<file path="src/rtl/hazard_scoreboard_if.sv">
// rtl/hazard_scoreboard_if.sv - D-stage decode inputs and hazard control outputs of the hazard unit
//
// Purpose: bundles the per-instruction decode information presented in D and
// the stall / forwarding / HI-LO busy controls returned by the hazard unit.
// Ports (signals):
//   src_addr_D  5*NUM_SRC  source register numbers, port i at [5i+4:5i]
//   src_use_D   2*NUM_SRC  consuming stage per port: 0=D, 1=E, 2=M
//   dst_addr_D  5          destination register
//   dst_valid_D 1          instruction writes the register file
//   dst_rdy_D   2          stage producing the result: 1=E, 2=M
//   md_start_D  1          mult/div in D
//   md_is_div_D 1          qualifies md_start_D (1=div)
//   md_read_D   1          mfhi/mflo/mthi/mtlo in D
//   flush_E     1          squash the instruction entering E
//   stall       1          freeze PC and IF/ID, bubble into E
//   fwd_D/E/M   2*NUM_SRC  forwarding selects: 0=regfile, 1=EX/MEM, 2=MEM/WB
//   md_busy     1          HI/LO unit busy
// Modports: master drives decode info, slave is the hazard unit.

interface hazard_scoreboard_if #(
    parameter int NUM_SRC = 2
);
    logic [5*NUM_SRC-1:0] src_addr_D;
    logic [2*NUM_SRC-1:0] src_use_D;
    logic [4:0]           dst_addr_D;
    logic                 dst_valid_D;
    logic [1:0]           dst_rdy_D;
    logic                 md_start_D;
    logic                 md_is_div_D;
    logic                 md_read_D;
    logic                 flush_E;
    logic                 stall;
    logic [2*NUM_SRC-1:0] fwd_D;
    logic [2*NUM_SRC-1:0] fwd_E;
    logic [2*NUM_SRC-1:0] fwd_M;
    logic                 md_busy;

    modport master (
        output src_addr_D, src_use_D, dst_addr_D, dst_valid_D, dst_rdy_D,
        output md_start_D, md_is_div_D, md_read_D, flush_E,
        input  stall, fwd_D, fwd_E, fwd_M, md_busy
    );

    modport slave (
        input  src_addr_D, src_use_D, dst_addr_D, dst_valid_D, dst_rdy_D,
        input  md_start_D, md_is_div_D, md_read_D, flush_E,
        output stall, fwd_D, fwd_E, fwd_M, md_busy
    );
endinterface

</file>
<file path="src/rtl/hazard_scoreboard.sv">
// rtl/hazard_scoreboard.sv - stall and forwarding control for the 5-stage pipeline
//
// Purpose: keeps a shadow copy (E/M/W) of the destination and source info of
// every in-flight instruction and derives from it the per-operand forwarding
// selects at D, E and M, the load-use / branch stall, and the HI/LO
// (mult/div) busy interlock.
// Ports:
//   clk    rising-edge clock
//   reset  asynchronous, active-high
//   hz     hazard_scoreboard_if.slave: D-stage decode info in, controls out

module hazard_scoreboard #(
    parameter int NUM_SRC     = 2,
    parameter int MULT_CYCLES = 5,
    parameter int DIV_CYCLES  = 10
) (
    input  logic                 clk,
    input  logic                 reset,
    hazard_scoreboard_if.slave   hz
);
    localparam int CNT_W = $clog2(DIV_CYCLES + 1);
    localparam logic [CNT_W-1:0] MULT_LOAD = CNT_W'(MULT_CYCLES);
    localparam logic [CNT_W-1:0] DIV_LOAD  = CNT_W'(DIV_CYCLES);

    localparam logic [1:0] SEL_RF  = 2'd0;
    localparam logic [1:0] SEL_MEM = 2'd1;
    localparam logic [1:0] SEL_WB  = 2'd2;

    typedef struct packed {
        logic                 valid;
        logic [4:0]           dst;
        logic [1:0]           rdy;
        logic [5*NUM_SRC-1:0] src;
        logic [2*NUM_SRC-1:0] stage_use;
    } shadow_t;

    shadow_t          sh_E;
    shadow_t          sh_M;
    shadow_t          sh_W;
    shadow_t          d_entry;
    logic [CNT_W-1:0] md_cnt;

    logic                 dep_stall;
    logic                 md_stall;
    logic                 stall;
    logic                 md_busy;
    logic [2*NUM_SRC-1:0] fwd_d;
    logic [2*NUM_SRC-1:0] fwd_e;
    logic [2*NUM_SRC-1:0] fwd_m;

    logic [4:0] src_d;
    logic [4:0] src_e;
    logic [4:0] src_m;
    logic [2:0] use_d;

    // Shadow fields that no later decision looks at; folded here so the
    // full record can still travel down the pipe unchanged.
    logic unused_shadow_bits;
    assign unused_shadow_bits = ^{sh_E.stage_use, sh_M.stage_use,
                                  sh_W.rdy, sh_W.src, sh_W.stage_use};

    // A producer matches a source only when it really writes that register;
    // $0 is hard-wired and never creates a dependency.
    function automatic logic hit(input shadow_t s, input logic [4:0] r);
        return s.valid && (s.dst == r) && (r != 5'd0);
    endfunction

    always_comb begin
        d_entry           = '0;
        d_entry.valid     = hz.dst_valid_D;
        d_entry.dst       = hz.dst_addr_D;
        d_entry.rdy       = hz.dst_rdy_D;
        d_entry.src       = hz.src_addr_D;
        d_entry.stage_use = hz.src_use_D;
    end

    always_ff @(posedge clk or posedge reset) begin
        if (reset) begin
            sh_E <= '0;
            sh_M <= '0;
            sh_W <= '0;
        end else begin
            sh_W <= sh_M;
            sh_M <= sh_E;
            sh_E <= (stall || hz.flush_E) ? '0 : d_entry;
        end
    end

    // Forwarding and dependency stall. For every operand the youngest matching
    // producer decides; an older match behind it is never consulted.
    always_comb begin
        fwd_d     = '0;
        fwd_e     = '0;
        fwd_m     = '0;
        dep_stall = 1'b0;
        src_d     = '0;
        src_e     = '0;
        src_m     = '0;
        use_d     = '0;
        for (int i = 0; i < NUM_SRC; i++) begin
            src_d = hz.src_addr_D[5*i +: 5];
            src_e = sh_E.src[5*i +: 5];
            src_m = sh_M.src[5*i +: 5];
            use_d = {1'b0, hz.src_use_D[2*i +: 2]};

            // Operand in D. A producer still in E has nothing latched yet,
            // so the select stays at the regfile and the stall covers it.
            if (hit(sh_E, src_d)) begin
                fwd_d[2*i +: 2] = SEL_RF;
                if (use_d + 3'd1 <= {1'b0, sh_E.rdy})
                    dep_stall = 1'b1;
            end else if (hit(sh_M, src_d)) begin
                fwd_d[2*i +: 2] = (sh_M.rdy == 2'd1) ? SEL_MEM : SEL_RF;
                if (use_d + 3'd2 <= {1'b0, sh_M.rdy})
                    dep_stall = 1'b1;
            end else if (hit(sh_W, src_d)) begin
                // Regfile is written at the end of W with no bypass.
                fwd_d[2*i +: 2] = SEL_WB;
            end

            // Operand held in ID/EX.
            if (hit(sh_M, src_e))
                fwd_e[2*i +: 2] = (sh_M.rdy == 2'd1) ? SEL_MEM : SEL_RF;
            else if (hit(sh_W, src_e))
                fwd_e[2*i +: 2] = SEL_WB;

            // Operand held in EX/MEM (store data).
            if (hit(sh_W, src_m))
                fwd_m[2*i +: 2] = SEL_WB;
        end
    end

    assign md_busy  = (md_cnt != '0);
    assign md_stall = md_busy && (hz.md_start_D || hz.md_read_D);
    assign stall    = dep_stall || md_stall;

    // HI/LO countdown starts only when the mult/div actually enters E.
    always_ff @(posedge clk or posedge reset) begin
        if (reset) begin
            md_cnt <= '0;
        end else if (hz.md_start_D && !stall && !hz.flush_E) begin
            md_cnt <= hz.md_is_div_D ? DIV_LOAD : MULT_LOAD;
        end else if (md_cnt != '0) begin
            md_cnt <= md_cnt - 1'b1;
        end
    end

    assign hz.stall   = stall;
    assign hz.md_busy = md_busy;
    assign hz.fwd_D   = fwd_d;
    assign hz.fwd_E   = fwd_e;
    assign hz.fwd_M   = fwd_m;
endmodule

</file>
<file path="src/flat_wrapper.sv">
// flat-port wrapper written by rule: the top's interface ports become plain ports
module hazard_scoreboard_flat 
#(
    parameter int NUM_SRC     = 2,
    parameter int MULT_CYCLES = 5,
    parameter int DIV_CYCLES  = 10
)
  (clk, reset, hz_src_addr_D, hz_src_use_D, hz_dst_addr_D, hz_dst_valid_D, hz_dst_rdy_D, hz_md_start_D, hz_md_is_div_D, hz_md_read_D, hz_flush_E, hz_stall, hz_fwd_D, hz_fwd_E, hz_fwd_M, hz_md_busy);
  hazard_scoreboard_if #(.NUM_SRC(NUM_SRC)) hz_i ();
  input  logic clk;
  input  logic reset;
  input wire logic [$bits(hz_i.src_addr_D)-1:0] hz_src_addr_D;
  input wire logic [$bits(hz_i.src_use_D)-1:0] hz_src_use_D;
  input wire logic [$bits(hz_i.dst_addr_D)-1:0] hz_dst_addr_D;
  input wire logic [$bits(hz_i.dst_valid_D)-1:0] hz_dst_valid_D;
  input wire logic [$bits(hz_i.dst_rdy_D)-1:0] hz_dst_rdy_D;
  input wire logic [$bits(hz_i.md_start_D)-1:0] hz_md_start_D;
  input wire logic [$bits(hz_i.md_is_div_D)-1:0] hz_md_is_div_D;
  input wire logic [$bits(hz_i.md_read_D)-1:0] hz_md_read_D;
  input wire logic [$bits(hz_i.flush_E)-1:0] hz_flush_E;
  output wire logic [$bits(hz_i.stall)-1:0] hz_stall;
  output wire logic [$bits(hz_i.fwd_D)-1:0] hz_fwd_D;
  output wire logic [$bits(hz_i.fwd_E)-1:0] hz_fwd_E;
  output wire logic [$bits(hz_i.fwd_M)-1:0] hz_fwd_M;
  output wire logic [$bits(hz_i.md_busy)-1:0] hz_md_busy;
  assign hz_i.src_addr_D = hz_src_addr_D;
  assign hz_i.src_use_D = hz_src_use_D;
  assign hz_i.dst_addr_D = hz_dst_addr_D;
  assign hz_i.dst_valid_D = hz_dst_valid_D;
  assign hz_i.dst_rdy_D = hz_dst_rdy_D;
  assign hz_i.md_start_D = hz_md_start_D;
  assign hz_i.md_is_div_D = hz_md_is_div_D;
  assign hz_i.md_read_D = hz_md_read_D;
  assign hz_i.flush_E = hz_flush_E;
  assign hz_stall = hz_i.stall;
  assign hz_fwd_D = hz_i.fwd_D;
  assign hz_fwd_E = hz_i.fwd_E;
  assign hz_fwd_M = hz_i.fwd_M;
  assign hz_md_busy = hz_i.md_busy;
  hazard_scoreboard #(.NUM_SRC(NUM_SRC), .MULT_CYCLES(MULT_CYCLES), .DIV_CYCLES(DIV_CYCLES)) u_core (.clk(clk), .reset(reset), .hz(hz_i));
endmodule
</file>
<file path="config.mk">
export PLATFORM = sky130hd
export DESIGN_NAME = hazard_scoreboard_flat
export DESIGN_NICKNAME = d
export VERILOG_FILES = /design/src/rtl/hazard_scoreboard_if.sv /design/src/rtl/hazard_scoreboard.sv /design/src/flat_wrapper.sv
export SDC_FILE = /design/constraint.sdc
export NUM_CORES = 1
export LEC_CHECK = 0
export BUFFER_PORTS_ARGS = -buffer_cell sky130_fd_sc_hd__clkbuf_2
export CORE_ASPECT_RATIO = 0.7
export CORE_MARGIN = 4
export CORE_UTILIZATION = 30
export DETAILED_ROUTE_END_ITERATION = 6
export SETUP_SLACK_MARGIN = 0.05
export SLEW_MARGIN = 20
export SYNTH_ARGS = -nofsm -noshare
export SYNTH_HDL_FRONTEND = slang
export SYNTH_SLANG_ARGS = --single-unit
</file>
<file path="constraint.sdc">
create_clock -name clk -period 2.3 [get_ports clk]
set_clock_uncertainty 0.05 [all_clocks]
set_input_delay 0.23 -clock clk [delete_from_list [all_inputs] [get_ports clk]]
set_output_delay 0.23 -clock clk [all_outputs]
set_load 0.03 [all_outputs]
</file>
# ---- Word-level counts from Yosys, hierarchy flattened
# Cells that the tools add are included.
dict set report word_totals {
  regBits 46
  word_cells 98
}
dict set report op_classes {
  n_addsub 5
  order_cmp 4
  n_eq_ne 13
  n_mux 25
  n_reduce_logical 40
}
# cell count
set op_table {}
lappend op_table {{$eq A5 B5 Y1} 12}
lappend op_table {{$reduce_bool A5 Y1} 6}
lappend op_table {{$logic_and A1 B1 Y1} 27}
lappend op_table {{$mux W2} 12}
lappend op_table {{$mux W22} 1}
lappend op_table {{$le A3 B2 Y1} 4}
lappend op_table {{$mux W4} 3}
lappend op_table {{$mux W1} 9}
lappend op_table {{$add A2 B1 Y3 const B} 2}
lappend op_table {{$add A2 B2 Y3 const B} 2}
lappend op_table {{$reduce_bool A4 Y1} 1}
lappend op_table {{$sub A4 B1 Y4 const B} 1}
lappend op_table {{$logic_or A1 B1 Y1} 3}
lappend op_table {{$eq A2 B1 Y1 const B} 1}
lappend op_table {{$logic_not A1 Y1} 2}
lappend op_table {{$reduce_bool A2 Y1} 1}

# ---- Depth between registers and ports, before layout
# Gate-level depths: netlist of the first run.
dict set report logic_depth {
  depth_word 13
  mapped_depth 9
}

# ---- Worst setup path before layout of the first run
# Ideal clock, no wire load.
dict set report synth_timing {
  kind {register to output}
  from {reg u_core.sh_M[20] (netlist name)}
  to {out hz_fwd_D[0]}
  arrival_time_ps 2112
  required_time_ps 2020
  slack_ps -92
  stages_incl_launch_ff 5
  n_path_buf 0
  path_cell_list {dfrtp_1 xor2_1 nor4_1 nand4_1 nor4b_1}
}
dict set report synth_between {
  elab_chain_cells 5
}
# element line_no
set synth_lines {}
lappend synth_lines {{from (decl)} hazard_scoreboard.sv:38} ;# shadow_t sh_M;
lappend synth_lines {{from (signal assigned)} hazard_scoreboard.sv:80} ;# sh_M <= '0;
lappend synth_lines {{from (signal assigned)} hazard_scoreboard.sv:84} ;# sh_M <= sh_E;
lappend synth_lines {{$eq A5 B5 Y1} hazard_scoreboard.sv:65} ;# return s.valid && (s.dst == r) && (r != 5'd0);
lappend synth_lines {{$logic_and A1 B1 Y1 (2 in a row)} hazard_scoreboard.sv:65}
lappend synth_lines {{$mux W2} hazard_scoreboard.sv:112} ;# end else if (hit(sh_M, src_d)) begin
lappend synth_lines {{$mux W2} hazard_scoreboard.sv:108} ;# if (hit(sh_E, src_d)) begin
lappend synth_lines {{to (decl)} flat_wrapper.sv:22} ;# output wire logic [$bits(hz_i.fwd_D)-1:0] hz_fwd_D;
# Every way passes these cells.

# ---- Worst setup path after layout of the first run
dict set report layout_timing {
  from {reg u_core.sh_E[15] (netlist name)}
  to {out hz_stall}
}
dict set report layout_between {
  elab_chain_cells 7
  word_cells_on_any_way 9
  classes_between {2 x order compare; 6 x mux; 1 x reduce/logical}
}
# element line_no
set layout_lines {}
lappend layout_lines {{from (decl)} hazard_scoreboard.sv:37} ;# shadow_t sh_E;
lappend layout_lines {{from (signal assigned)} hazard_scoreboard.sv:85} ;# sh_E <= (stall || hz.flush_E) ? '0 : d_entry;
lappend layout_lines {{$le A3 B2 Y1} hazard_scoreboard.sv:110} ;# if (use_d + 3'd1 <= {1'b0, sh_E.rdy})
lappend layout_lines {{$mux W1} hazard_scoreboard.sv:110}
lappend layout_lines {{$mux W1} hazard_scoreboard.sv:108}
lappend layout_lines {{$mux W1} hazard_scoreboard.sv:114} ;# if (use_d + 3'd2 <= {1'b0, sh_M.rdy})
lappend layout_lines {{$mux W1} hazard_scoreboard.sv:112}
lappend layout_lines {{$mux W1 *} hazard_scoreboard.sv:108}
lappend layout_lines {{$logic_or A1 B1 Y1 *} hazard_scoreboard.sv:135} ;# assign stall = dep_stall || md_stall;
lappend layout_lines {{to (decl)} flat_wrapper.sv:21} ;# output wire logic [$bits(hz_i.stall)-1:0] hz_stall;
# Every way passes the cells marked *; elsewhere a longest branch is shown, timed or not.

==> flow_metrics.py, run 1 <==
metrics = {
    "grt": {
        "grt_pass1_wl_mm": 11.1,
        "grt_max_degree": 32,
        "antenna_found_initial": 0,
        "grt_pass1_vias": 2110,
        "use_met3_pct": 3.49,
        "grtUsageMet2_pct": 20.8,
        "track_usage_pct": 14.1,
        "top_usage_layer": "met2",
        "grt_use_met1_pct": 20.3,
        "grt-ovfl-total": 0,
    },
    "run_status": {
        "status": "complete, but fails checks",
        "violations": "negative setup slack",
    },
    "floorplan": {
        "die_y_um": 85.7,
        "row_count": 28,
        "die_area_um2": 10200,
        "core_area_um2": 8440,
        "die_w_um": 119,
        "start_util_pct": 30.6,
        "ios": 42,
    },
    "sta": {
        "hold_ws_ns": 0.0913,
        "period_share_pct": 106,
        "fin_tns_setup_ns": -0.497,
        "hold_viol": 0,
        "worst_pin_slew_ns": 0.573,
        "fmax_mhz": 411,
        "final.min_clock_period_ns": 2.44,
        "setup_ws_ns": -0.136,
        "drv_slew": 0,
        "setup_viol": 6,
        "max_slew_margin_pct": 61.8,
        "rsz0062_at_grt": "yes",
    },
    "placed_design": {
        "gp_congestion": 0.778,
        "io_buffer_count": 39,
        "post-dp-hpwl_mm": 4.85,
        "post_dp_cell_area_um2": 3100,
    },
    "clock_network": {
        "clock-sinks": 46,
        "cts_tree": "done",
        "clock_path_buffers": 2,
        "clkSlewWorstSetupHoldPaths_ns": 0.06,
        "cts_buffers": 5,
        "clk_latency_ns": 0.30,
        "root_buffer": "clkbuf_16",
        "h-tree-depth": 2,
    },
    "synthesis": {
        "synth_top_area_cell": "dfrtp_1",
        "async_reset_ff_share_pct": 100,
        "synth_edf_count": 0,
        "yosysWarnings": 0,
        "synth_cells": 233,
        "syn_avg_cell_area_um2": 11.1,
        "synthFlopType": "dfrtp_1",
        "synth_top_area_share_pct": 44.5,
        "synth_area_leaders": "dfrtp_1 (44%), xor2_1 (10%), xnor2_1 (9.8%), ha_1 (4.8%), and2_1 (4.6%)",
        "ys_seq_area_share_pct": 44.5,
        "mappedNetlistArea_um2": 2590,
        "synth-seq-cells": 46,
        "synth_cell_types": 42,
    },
    "detailed_routing": {
        "vias": 1950,
        "wl_per_cell_um": 16.1,
        "vias_per_cell": 4.51,
        "postRouteAntennaNets": 0,
        "drt_iter0_drc": 136,
        "routed_wl_mm": 6.96,
        "remaining_drc_errors": 0,
        "drt_first_pass_iters": 4,
    },
    "hold_path": {
        "holdCritPathClass": "in -> reg",
    },
    "final_layout": {
        "n_antenna_cell": 0,
        "layout_common_cells": "dfrtp_1 (39), buf_4 (33), clkbuf_2 (30)",
        "mostFrequentLayoutCell": "dfrtp_1",
        "design_area_um2": 3620,
        "nNetsFinal": 351,
        "layout-drive-gt1-share_pct": 41.0,
        "n_fill_cell": 821,
        "area_delta_synth_final_pct": 39.8,
    },
    "pwr": {
        "pwr-share-comb_pct": 30.7,
        "leakage_nw": 1.72,
        "switching_share_pct": 32.4,
        "p_seq_share_pct": 40.3,
        "p_int_w": 0.00171,
        "ir_drop_mv": 0.365,
        "clock_power_share_pct": 29.0,
        "p_per_area_nw_per_um2": 701,
        "power_switching_w": 0.000823,
    },
    "worst_setup_path": {
        "cp_data_required_time_ns": 2.02,
        "end_kind": "primary output",
        "arrival_ns": 2.16,
        "max_stage_delay_ns": 0.43,
        "critical-path-slowest-cell": "fa_1",
        "crit_path_start_kind": "flip-flop",
        "crit_family": "simple AND/OR/NAND/NOR gates",
        "critical_path_class": "reg -> out",
        "path_cells": "inv_2 > fa_1 > nor3b_2 > o21ai_1 > nand4b_1 > o311ai_4 > or2_1 > buf_8",
        "worst-path-buf-inv": 2,
        "cp_max_fo": 2,
    },
    "flow_run": {
        "maxCapViolations": 0,
    },
}
-- metrics by stage --
step           cells  utilization (%)  total power, W  worst slack (ns)
3_5_place_dp     406             36.7         0.00168           -0.0605
2_1_floorplan    234                -         0.00147            0.0391
6_report         432             42.9         0.00254            -0.136
4_1_cts          426             40.7         0.00248            -0.143
3_3_place_gp     406             36.6         0.00165            0.0479
5_1_grt          432             42.9         0.00269            -0.276
-- cells in the mapped netlist (2+ instances only) --
| master | count |
|---|---|
| xor2_1 | 31 |
| nand2_1 | 6 |
| nor3b_1 | 2 |
| a21oi_1 | 4 |
| nor3_1 | 6 |
| nand4_1 | 7 |
| and3b_1 | 2 |
| buf_4 | 2 |
| nor4_1 | 12 |
| xnor2_1 | 29 |
| o21ai_0 | 2 |
| or4_1 | 2 |
| clkbuf_1 | 5 |
| nor4b_1 | 2 |
| and3_1 | 3 |
| nand3b_1 | 2 |
| mux2i_1 | 2 |
| and4_1 | 2 |
| and2_1 | 19 |
| dfrtp_1 | 46 |
| fa_1 | 2 |
| nor2_1 | 7 |
| inv_1 | 10 |
| ha_1 | 10 |
-- final timing paths --
| path | from | to | slack, ns | cells past startpoint |
|---|---|---|---|---|
| setup / recovery | u_core.sh_E[15]$_DFF_PP0_ | hz_stall | -0.14 | 8 |
| hold / removal | hz_dst_rdy_D[1] | u_core.sh_E[15]$_DFF_PP0_ | 0.09 | 2 |
| setup reg to reg | u_core.sh_E[15]$_DFF_PP0_ | u_core.md_cnt[0]$_DFFE_PP0P_ | -0.10 | 10 |
| hold reg to reg | u_core.sh_E[15]$_DFF_PP0_ | u_core.sh_M[15]$_DFF_PP0_ | 0.34 | 0 |
| max in group asynchronous | reset | u_core.sh_M[12]$_DFF_PP0_ | 1.21 | 4 |
| min in group asynchronous | reset | u_core.sh_M[16]$_DFF_PP0_ | 0.45 | 3 |
-- cell families after synthesis --
kind of cell,after synthesis,share of synthesized area (%)
AND/OR/NAND/NOR,81,20.6
XOR/XNOR,60,20.3
flip-flops,46,44.5
buffers and inverters,18,2.95
adder cells (fa/ha/maj),12,6.38
AO/OA/AOI/OAI,11,3.39
multiplexers,4,1.79
other,1,0.145
-- metal layers --
layer / part of all wire (%) / vias to the layer above
met3: 4.3 / 12
met4: 1.7 / 0
met1: 49 / 949
met2: 45 / 39
li1: - / 950
met5: 0 / -
-- power groups by stage --
stage	Clock, W	Sequential [W]	Combinational (W)
2_1_floorplan	0	0.000997	0.000473
6_report	0.000735	0.00102	0.000778
4_1_cts	0.000750	0.00102	0.000712
3_3_place_gp	0	0.00104	0.000617
5_1_grt	0.000786	0.00104	0.000864
3_5_place_dp	0	0.00104	0.000637
-- cell type report --
type	instances	area [um^2]	share of cell area [%]
Multi-Input combinational cell	170	1550	42.8
Sequential cell	46	1160	32.1
Timing Repair Buffer	78	574	15.9
Tap cell	120	150	4.15
Clock buffer	5	125	3.46
Inverter	10	38.8	1.07
Clock inverter	3	21.3	0.588
-- worst reg2reg max path: cells and delay by family, from the launching register on --
kind / cells / cell delay, ns
AND/OR/NAND/NOR: 3 / 0.60
adder cells (fa/ha/maj): 1 / 0.50
buffers and inverters: 3 / 0.41
flip-flops: 1 / 0.35
AO/OA/AOI/OAI: 2 / 0.23
multiplexers: 1 / 0.18
-- flip-flops by register name, summed over array words and instances (netlist names) --
register and cells:
u_core.sh_M 18, u_core.sh_W 6, u_core.md_cnt 4, u_core.sh_E 18
-- timing repair --
action,4_1_cts,5_1_grt
buffers inserted,10,7
endpoints found under the hold margin,29,0
setup endpoints to repair,29,32
hold buffers,1,0
resized for setup,27,44
cloned,1,0
pin swaps,8,26
(Power assumes the default switching activity.)
==> run 2: changes to the inputs <==
Settings changed: HOLD_SLACK_MARGIN set to 0.15, MAX_ROUTING_LAYER set to met4.
==> run 2 against run 1 <==
The flow still finishes with violations (negative setup slack); clock power down 0.8%; utilization rose by 1.1 points; flip-flop and latch count unchanged; design area is 2.5% higher; worst setup slack improved by 0.0063 ns; critical path depth is 1 lower; global-route usage up 0.60 points; sequential power about the same; cell count grew 2.1%; wire length hardly changed; sequential share of layout area decreased by 0.78 points; first-iteration DRC count up 15%; highest routed layer unchanged.
==> flow_metrics.py, run 2 (same netlist as run 1, synthesis figures left out) <==
metrics = {
    "pwr": {
        "ir_drop_mv": 0.370,
        "leakage_nw": 1.76,
        "p_per_area_nw_per_um2": 685,
    },
    "final_layout": {
        "area_delta_synth_final_pct": 43.3,
        "multi_input_area_um2": 1550,
        "layout_common_cells": "dfrtp_1 (39), buf_4 (33), clkbuf_2 (30)",
        "final_cells": 441,
        "layout-drive-gt1-share_pct": 39.9,
        "register_area_um2": 1160,
        "reg_top3": "u_core.sh_E (18), u_core.sh_M (18), u_core.sh_W (6)",
        "nNetsFinal": 360,
        "n_antenna_cell": 0,
        "n_fill_cell": 811,
        "mostFrequentLayoutCell": "dfrtp_1",
        "final_util_pct": 43.9,
    },
    "placed_design": {
        "gp_congestion": 0.789,
        "dp_cells": 406,
        "post-dp-hpwl_mm": 4.85,
        "place_worst_setup_slack_ns": -0.0605,
        "io_buffer_count": 39,
    },
    "detailed_routing": {
        "routed_wl_mm": 6.96,
        "vias_per_cell": 4.50,
        "remaining_drc_errors": 0,
        "vias": 1985,
        "drt_iter0_drc": 156,
        "wl_per_cell_um": 15.8,
        "postRouteAntennaNets": 0,
        "drt_first_pass_iters": 4,
    },
    "grt": {
        "grt-ovfl-total": 0,
        "track_usage_pct": 14.7,
        "grt_pass1_wl_mm": 11.2,
        "antenna_found_initial": 0,
        "grt_pass1_vias": 2141,
        "grt_max_degree": 32,
    },
    "clock_network": {
        "clock-sinks": 46,
        "clk_latency_ns": 0.29,
        "clkSlewWorstSetupHoldPaths_ns": 0.07,
        "h-tree-depth": 2,
        "cts_tree": "done",
        "root_buffer": "clkbuf_16",
        "clock_path_buffers": 2,
        "cts_buffers": 5,
    },
    "worst_setup_path": {
        "end_kind": "primary output",
        "crit_path_start_kind": "flip-flop",
        "critical_path_class": "reg -> out",
        "arrival_ns": 2.15,
        "cp_max_fo": 3,
        "cp_data_required_time_ns": 2.02,
    },
    "floorplan": {
        "start_util_pct": 30.6,
        "die_area_um2": 10200,
        "row_count": 28,
        "core_area_um2": 8440,
        "die_y_um": 85.7,
        "ios": 42,
        "die_w_um": 119,
    },
    "run_status": {
        "status": "complete, but fails checks",
        "violations": "negative setup slack",
    },
    "sta": {
        "worst_pin_slew_ns": 0.572,
        "hold_ws_ns": 0.207,
        "rsz0062_at_grt": "yes",
        "fin_tns_setup_ns": -0.465,
        "setup_viol": 6,
        "period_share_pct": 106,
        "final.min_clock_period_ns": 2.43,
        "hold_viol": 0,
        "setup_ws_ns": -0.130,
        "max_slew_margin_pct": 61.8,
        "drv_slew": 0,
        "fmax_mhz": 412,
    },
    "hold_path": {
        "holdCritPathClass": "in -> reg",
    },
    "flow_run": {
        "maxCapViolations": 0,
    },
}
run 2: critical path, stage by stage, from the launching register on:
cell and delay (ns):
dfrtp_1 0.41, buf_4 0.15, xor2_1 0.14, nor4_2 0.28
and3b_2 0.34, o311ai_4 0.13, or2_1 0.26, buf_8 0.14
run 2: worst paths after layout:
path	depth (start not counted)	slack (ns)	startpoint	to
max	7	-0.13	u_core.sh_E[18]$_DFF_PP0_	hz_stall
min	2	0.21	hz_src_addr_D[3]	u_core.sh_E[7]$_DFF_PP0_
max reg2reg	9	-0.09	u_core.sh_E[18]$_DFF_PP0_	u_core.md_cnt[0]$_DFFE_PP0P_
min reg2reg	0	0.34	u_core.sh_E[15]$_DFF_PP0_	u_core.sh_M[15]$_DFF_PP0_
max in group asynchronous	4	1.21	reset	u_core.sh_M[12]$_DFF_PP0_
min in group asynchronous	3	0.45	reset	u_core.sh_E[14]$_DFF_PP0_
run 2: what timing repair did:
item	CTS	global route
hold endpoints to repair	38	0
setup endpoints to repair	29	32
hold buffers	10	0
gates resized for setup	27	44
gates cloned	1	0
setup buffers	10	7
pin swaps	8	26
run 2: layout make-up:
class | instances | share of cell area [%]
Multi-Input combinational cell | 170 | 41.8
Sequential cell | 46 | 31.3
Timing Repair Buffer | 87 | 17.9
Tap cell | 120 | 4.05
Clock buffer | 5 | 3.37
Inverter | 10 | 1.05
Clock inverter | 3 | 0.574
run 2: through the flow:
stage | area [um^2] | power [W]
after global placement | 3090 | 0.00165
final | 3710 | 0.00254
after CTS | 3520 | 0.00249
after floorplan | 2630 | 0.00147
after global routing | 3710 | 0.00270
after detailed placement | 3100 | 0.00168
run 2: layer usage:
metal  part of all wire (%)  wire length (um)  GRT usage (%)  vias up
li1                       -                 -              -      969
met2                     47              3240           21.2       46
met5                      0                 0              -        -
met3                    4.7               328           3.23       12
met1                     47              3270           20.6      958
met4                    1.7               121           4.52        0
run 2: where the power goes:
part           internal [W]  leakage [nW]  switching [W]
Sequential         0.000912         0.610       0.000112
Clock              0.000403        0.0698       0.000326
Combinational      0.000410          1.08       0.000380
